[config.mk]
export PLATFORM = sky130hd
export DESIGN_NAME = mem_arbiter
export DESIGN_NICKNAME = d
export VERILOG_FILES = /design/src/rtl/gpu_pkg.sv /design/src/rtl/id_fifo.sv /design/src/rtl/mem_arbiter.sv
export SDC_FILE = /design/constraint.sdc
export NUM_CORES = 1
export LEC_CHECK = 0
export ABC_AREA = 0
export CELL_PAD_IN_SITES_DETAIL_PLACEMENT = 0
export CELL_PAD_IN_SITES_GLOBAL_PLACEMENT = 1
export CORE_MARGIN = 2
export CORE_UTILIZATION = 27
export DETAILED_ROUTE_END_ITERATION = 10
export GPL_ROUTABILITY_DRIVEN = 0
export GPL_TIMING_DRIVEN = 0
export PLACE_DENSITY = 0.86
export SYNTH_ARGS = -nofsm -noshare
export SYNTH_HDL_FRONTEND = slang
export SYNTH_HIERARCHICAL = 1
export SYNTH_SLANG_ARGS = --single-unit
[constraint.sdc]
create_clock -name clk -period 4.1 [get_ports clk]
set_clock_uncertainty 0.15 [all_clocks]
set_input_delay 0.82 -clock clk [delete_from_list [all_inputs] [get_ports clk]]
set_output_delay 0.82 -clock clk [all_outputs]
set_load 0.02 [all_outputs]
[src/rtl/gpu_pkg.sv]
// gpu_pkg: shared types and constants for the GPU memory path.
//   arb_state_t            - memory arbiter FSM state (IDLE / ISSUE)
//   REQ_VERTEX/COLOR/PIXEL - requester index of each pipeline stage
//   idx_width()            - bit width of an index into n items (at least 1)
package gpu_pkg;

    typedef enum logic [0:0] {
        IDLE  = 1'b0,
        ISSUE = 1'b1
    } arb_state_t;

    localparam int REQ_VERTEX = 0;
    localparam int REQ_COLOR  = 1;
    localparam int REQ_PIXEL  = 2;

    function automatic int idx_width(input int n);
        return (n > 1) ? $clog2(n) : 1;
    endfunction

endpackage

[src/rtl/id_fifo.sv]
// id_fifo: synchronous FIFO holding the requester index of each accepted read,
// in issue order, so responses can be routed back.
//   clk, reset : clock, synchronous active-high reset (flushes contents)
//   push, din  : write din at the tail (ignored when full without a pop)
//   pop, dout  : remove head; dout always shows the current head
//   count      : number of stored entries (0..DEPTH)
module id_fifo #(
    parameter int WIDTH = 2,
    parameter int DEPTH = 4
) (
    input  logic                       clk,
    input  logic                       reset,
    input  logic                       push,
    input  logic                       pop,
    input  logic [WIDTH-1:0]           din,
    output logic [WIDTH-1:0]           dout,
    output logic [$clog2(DEPTH+1)-1:0] count
);

    localparam int PTR_W = (DEPTH > 1) ? $clog2(DEPTH) : 1;
    localparam int CNT_W = $clog2(DEPTH + 1);

    logic [WIDTH-1:0] mem [DEPTH];
    logic [PTR_W-1:0] wr_ptr;
    logic [PTR_W-1:0] rd_ptr;
    logic             full;
    logic             empty;
    logic             do_push;
    logic             do_pop;

    assign full  = (count == CNT_W'(DEPTH));
    assign empty = (count == '0);

    // A push into a full FIFO is allowed only when the head leaves in the same cycle.
    assign do_push = push && (!full || pop);
    assign do_pop  = pop && !empty;

    assign dout = mem[rd_ptr];

    always_ff @(posedge clk) begin
        if (do_push) begin
            mem[wr_ptr] <= din;
        end
    end

    always_ff @(posedge clk) begin
        if (reset) begin
            wr_ptr <= '0;
            rd_ptr <= '0;
            count  <= '0;
        end else begin
            if (do_push) begin
                wr_ptr <= (wr_ptr == PTR_W'(DEPTH - 1)) ? '0 : wr_ptr + 1'b1;
            end
            if (do_pop) begin
                rd_ptr <= (rd_ptr == PTR_W'(DEPTH - 1)) ? '0 : rd_ptr + 1'b1;
            end
            case ({do_push, do_pop})
                2'b10:   count <= count + 1'b1;
                2'b01:   count <= count - 1'b1;
                default: count <= count;
            endcase
        end
    end

endmodule

[src/rtl/mem_arbiter.sv]
// mem_arbiter: shares one Avalon-MM master between N_REQ pipeline requesters
// (0 vertex fetch, 1 color fetch, 2 pixel writeback). Single-beat commands are
// granted round-robin; read issuers are remembered in an in-order ID FIFO so
// each read response is routed back to its requester.
//   clk, reset          : clock, synchronous active-high reset
//   req_valid/write/addr/wdata : per-requester command, held until req_ready
//   req_ready           : one-cycle pulse when memory accepts the command
//   rsp_valid, rsp_data : one-cycle read response to the issuing requester
//   mem_*               : Avalon-MM master (read/write strobes, waitrequest,
//                         readdata/readdatavalid)
//   err_unexpected_rsp  : sticky, read data arrived with no read outstanding
//   dbg_state           : current arbiter FSM state
//
// Handshake: a requester raises req_valid with stable command fields and keeps
// them until the cycle req_ready pulses; that pulse coincides with the cycle
// the command is presented on mem_* with mem_waitrequest low.
module mem_arbiter
    import gpu_pkg::*;
#(
    parameter int ADDR_WIDTH      = 32,
    parameter int DATA_WIDTH      = 32,
    parameter int N_REQ           = 3,
    parameter int MAX_OUTSTANDING = 4
) (
    input  logic                             clk,
    input  logic                             reset,
    input  logic [N_REQ-1:0]                 req_valid,
    input  logic [N_REQ-1:0]                 req_write,
    input  logic [N_REQ-1:0][ADDR_WIDTH-1:0] req_addr,
    input  logic [N_REQ-1:0][DATA_WIDTH-1:0] req_wdata,
    output logic [N_REQ-1:0]                 req_ready,
    output logic [N_REQ-1:0]                 rsp_valid,
    output logic [DATA_WIDTH-1:0]            rsp_data,
    output logic                             mem_read,
    output logic                             mem_write,
    output logic [ADDR_WIDTH-1:0]            mem_address,
    output logic [DATA_WIDTH-1:0]            mem_writedata,
    input  logic                             mem_waitrequest,
    input  logic [DATA_WIDTH-1:0]            mem_readdata,
    input  logic                             mem_readdatavalid,
    output logic                             err_unexpected_rsp,
    output arb_state_t                       dbg_state
);

    localparam int IDX_W = idx_width(N_REQ);
    localparam int CNT_W = $clog2(MAX_OUTSTANDING + 1);

    arb_state_t       state;
    arb_state_t       state_next;
    logic [IDX_W-1:0] last;
    logic [IDX_W-1:0] grant;
    logic [IDX_W-1:0] grant_sel;
    logic [IDX_W-1:0] cand;
    logic             grant_found;
    logic [N_REQ-1:0] eligible;
    logic             cmd_accept;

    logic             fifo_push;
    logic             fifo_pop;
    logic [IDX_W-1:0] fifo_dout;
    logic [CNT_W-1:0] fifo_count;
    logic             fifo_full;
    logic             fifo_empty;

    assign dbg_state  = state;
    assign fifo_full  = (fifo_count == CNT_W'(MAX_OUTSTANDING));
    assign fifo_empty = (fifo_count == '0);

    // ------------------------------------------------------------------
    // Round-robin search. Uses the registered FIFO count, so a response
    // popping a full FIFO in the same cycle does not yet unblock reads.
    // ------------------------------------------------------------------
    always_comb begin
        for (int i = 0; i < N_REQ; i++) begin
            eligible[i] = req_valid[i] && (req_write[i] || !fifo_full);
        end
    end

    always_comb begin
        grant_found = 1'b0;
        grant_sel   = '0;
        cand        = '0;
        for (int k = 1; k <= N_REQ; k++) begin
            cand = IDX_W'((int'(last) + k) % N_REQ);
            if (!grant_found && eligible[cand]) begin
                grant_found = 1'b1;
                grant_sel   = cand;
            end
        end
    end

    // ------------------------------------------------------------------
    // FSM: state register / next state / outputs
    // ------------------------------------------------------------------
    always_ff @(posedge clk) begin
        if (reset) begin
            state <= IDLE;
        end else begin
            state <= state_next;
        end
    end

    always_comb begin
        state_next = state;
        case (state)
            IDLE:    if (grant_found)      state_next = ISSUE;
            ISSUE:   if (!mem_waitrequest) state_next = IDLE;
            default:                       state_next = IDLE;
        endcase
    end

    always_comb begin
        req_ready  = '0;
        cmd_accept = 1'b0;
        if (state == ISSUE && !mem_waitrequest) begin
            cmd_accept       = 1'b1;
            req_ready[grant] = 1'b1;
        end
    end

    // ------------------------------------------------------------------
    // Command register: loaded on grant, strobes dropped after acceptance.
    // ------------------------------------------------------------------
    always_ff @(posedge clk) begin
        if (reset) begin
            mem_read      <= 1'b0;
            mem_write     <= 1'b0;
            mem_address   <= '0;
            mem_writedata <= '0;
            grant         <= '0;
            last          <= IDX_W'(N_REQ - 1);
        end else if (state == IDLE && grant_found) begin
            grant         <= grant_sel;
            mem_address   <= req_addr[grant_sel];
            mem_writedata <= req_wdata[grant_sel];
            mem_read      <= !req_write[grant_sel];
            mem_write     <= req_write[grant_sel];
        end else if (cmd_accept) begin
            mem_read  <= 1'b0;
            mem_write <= 1'b0;
            last      <= grant;
        end
    end

    // ------------------------------------------------------------------
    // Read ID tracking and response routing
    // ------------------------------------------------------------------
    assign fifo_push = cmd_accept && mem_read;
    assign fifo_pop  = mem_readdatavalid && !fifo_empty;

    id_fifo #(
        .WIDTH (IDX_W),
        .DEPTH (MAX_OUTSTANDING)
    ) u_id_fifo (
        .clk   (clk),
        .reset (reset),
        .push  (fifo_push),
        .pop   (fifo_pop),
        .din   (grant),
        .dout  (fifo_dout),
        .count (fifo_count)
    );

    always_ff @(posedge clk) begin
        if (reset) begin
            rsp_valid          <= '0;
            rsp_data           <= '0;
            err_unexpected_rsp <= 1'b0;
        end else begin
            rsp_valid <= '0;
            if (mem_readdatavalid) begin
                if (fifo_empty) begin
                    err_unexpected_rsp <= 1'b1;
                end else begin
                    rsp_valid[fifo_dout] <= 1'b1;
                    rsp_data             <= mem_readdata;
                end
            end
        end
    end

endmodule

==> results.py <==
metrics = {
    "sta": {
        "finalMaxSlewViolations": 0,
        "period_share_pct": 93.2,
        "slew_headroom_pct": 53.6,
        "fmax_ghz": 0.262,
        "setup_slack_ns": 0.280,
        "rsz0062_at_grt": "no",
        "max_slew.worst_pin.slew_ns": 0.697,
        "finalSetupViolCount": 0,
        "min_period_ns": 3.82,
        "hold_violations": 0,
    },
    "final_layout": {
        "multi_input_area_um2": 2930,
        "drive_gt1_share_pct": 4.29,
        "num-fill-cells": 2139,
        "syn2layout_area_growth_pct": 71.6,
        "layout.nets": 1325,
        "fin_area_um2": 10400,
        "regArea_um2": 2560,
    },
    "hold_path": {
        "hp-start": "mem_address[17]$_SDFFE_PP0P_",
        "hp-class": "flop to flop",
        "hold_depth": 2,
    },
    "synth": {
        "synth_flop_cell": "dfxtp_1",
        "async_reset_ff_share_pct": 0,
        "netlist.area_leader.share_pct": 38.3,
        "yosysSeqAreaShare_pct": 42.3,
        "yosys_warnings": 6,
        "synth_most_common_cell": "dfxtp_1",
        "synth_seq_cells": 124,
        "synth_edf_count": 8,
        "synth_nets": 968,
        "synth.distinct_cells": 49,
        "synth_area_leader_cell": "dfxtp_1",
        "ys_top_cells_by_count": "dfxtp_1 (116), inv_1 (76), nor2_1 (75), nand2_1 (73), and3_1 (67)",
        "syn_area_um2": 6060,
        "synthTopCellsByArea": "dfxtp_1 (38%), a221oi_1 (9.5%), o32ai_1 (9.3%)",
        "avgSynthCellArea_um2": 8.35,
        "synthCells": 725,
    },
    "cts": {
        "clock_sinks": 124,
        "cts_buffers": 17,
        "cts_tree": "done",
        "cts_resized": 0,
        "clock_latency_ns": 0.42,
        "clk_root_buffer_cell": "clkbuf_16",
        "htreeDepth": 4,
        "cts_setup_buffers": 0,
        "clk_pin_slew_ns": 0.07,
        "clk_path_buf_depth": 2,
        "hold_buffers": 0,
    },
    "critical_path": {
        "critPathLaunchType": "input port",
        "worstSetupPathType": "input port to flop",
        "end_kind": "flop",
        "r2r_start": "u_id_fifo/count[2]$_SDFFE_PP0P_",
        "required_ns": 4.31,
        "reg2reg_depth": 13,
        "path_max_fanout": 11,
        "arrival_ns": 4.03,
        "critPathLaunch": "mem_readdatavalid",
    },
    "power": {
        "ir_drop_mv": 0.238,
        "p_sw_mw": 1.26,
        "p_comb_share_pct": 26.7,
        "cellLeakagePower_nw": 3.87,
        "p_int_mw": 2.75,
        "p_seq_share_pct": 34.7,
        "power_switching_share_pct": 31.4,
        "clockPowerShare_pct": 38.5,
        "pwr_density_cell_nw_per_um2": 386,
    },
    "place": {
        "placed_area_um2": 9790,
        "dp_hpwl_um": 19800,
        "pre_cts_ws_ns": -0.121,
        "io_buffers": 338,
    },
    "status": {
        "outcome": "complete, no violations",
    },
    "die": {
        "io_pins": 340,
        "coreArea_um2": 21900,
        "initial_core_util_pct": 27.7,
        "rows": 54,
        "fp.dieW_um": 154,
        "dieArea_um2": 23600,
        "die_h_um": 154,
    },
    "global_routing": {
        "overflow": 0,
        "track_usage_pct": 21.0,
        "antenna_found_initial": 7,
        "grt_pass1_vias": 7001,
        "grt_max_degree": 17,
        "grt_pass1_wl_um": 38600,
    },
    "routing": {
        "drt-pass1-iter-count": 5,
        "vias": 6976,
        "drc_errors": 0,
        "viasPerCell": 5.06,
        "antenna_left": 0,
        "drt_iter0_markers": 420,
        "wirelength_um": 25700,
        "wl_per_cell_um": 18.6,
    },
    "run": {
        "maxCapViolations": 0,
    },
}
kinds of logic after synthesis:
logic type,synth area share [%]
AOI/OAI and AO/OA,24.8
xor gates and xnor gates,0.289
adders and majority gates,1.98
buffers and inverters,9.25
DFF,42.3
muxes,1.32
and+or+nand+nor,20.0
worst max-delay path: stages:
cell and delay, ns:
clkdlybuf4s50_1 0.43, nand2b_1 0.08, clkbuf_1 0.34, inv_1 0.20, buf_1 0.32, o41a_1 0.51
inv_1 0.10, ha_1 0.18, inv_1 0.06, fa_1 0.37, xor2_1 0.15, or3_1 0.30
a21oi_1 0.14
layout make-up:
type | instances | area share, %
repair buffers | 338 | 32.6
multi-input cells | 457 | 28.2
flip-flops and latches | 124 | 24.7
clock buffers | 17 | 4.09
well taps | 280 | 3.37
inverters | 77 | 2.78
plain buffers | 67 | 2.61
clock inverters | 15 | 1.64
diodes | 3 | 0.0722
cells in the final DEF (no fill, tap or decap), drive strengths merged, types with 4 or more instances in the layout:
cell type      instances
clkbuf                75
o32ai                 64
nor3                   4
dfxtp                116
buf                    9
inv                   87
nand2b                 5
nor2                  75
a221oi                66
edfxtp                 8
and2                   7
ha                     8
and3                  67
a21oi                 41
nand2                 73
clkdlybuf4s50        338
nand3                  4
state kept, by name, indices dropped and copies added (netlist names), named ones only:
| signal | cells |
|---|---|
| mem_address | 32 |
| mem_read | 1 |
| err_unexpected_rsp | 1 |
| grant | 2 |
| u_id_fifo/wr_ptr | 2 |
| last | 2 |
| u_id_fifo/rd_ptr | 2 |
| rsp_valid | 3 |
| u_id_fifo/count | 3 |
| rsp_data | 32 |
| dbg_state | 1 |
| mem_writedata | 32 |
| mem_write | 1 |
| u_id_fifo/mem | 8 |
final timing paths:
path / to / slack [ns]
setup / recovery: u_id_fifo/count[2]$_SDFFE_PP0P_ / 0.28
hold / removal: mem_address[17]$_SDFFE_PP0P_ / 0.30
setup reg to reg: u_id_fifo/count[2]$_SDFFE_PP0P_ / 0.30
hold reg to reg: mem_address[17]$_SDFFE_PP0P_ / 0.30
power groups by stage:
stage	Clock, mW	Sequential [mW]	Combinational (mW)
2_1_floorplan	0	1.54	0.370
3_3_place_gp	0	1.41	1.07
3_5_place_dp	0	1.42	1.07
4_1_cts	1.58	1.39	1.08
5_1_grt	1.64	1.41	1.15
6_report	1.55	1.39	1.07
per-stage QoR:
stage	cells	TNS (ns)	utilization, %	hold slack (ns)	total power [mW]
floorplan	725	0	-	0.304	1.91
global placement	1343	-0.0831	44.7	0.289	2.48
detailed placement	1343	-0.121	44.7	0.294	2.48
CTS	1375	0	47.4	0.304	4.05
global route	1377	0	47.5	0.320	4.19
finish	1378	0	47.5	0.300	4.01
metal layers:
layer | GRT usage (%) | up-vias | share of wire [%]
li1 | - | 3366 | -
met1 | 22.5 | 3270 | 38
met2 | 37.1 | 288 | 50
met3 | 8.79 | 44 | 9.2
met4 | 7.60 | 8 | 2.6
met5 | 0 | - | 0.21
Note: power is estimated with default switching activity, not from simulation.
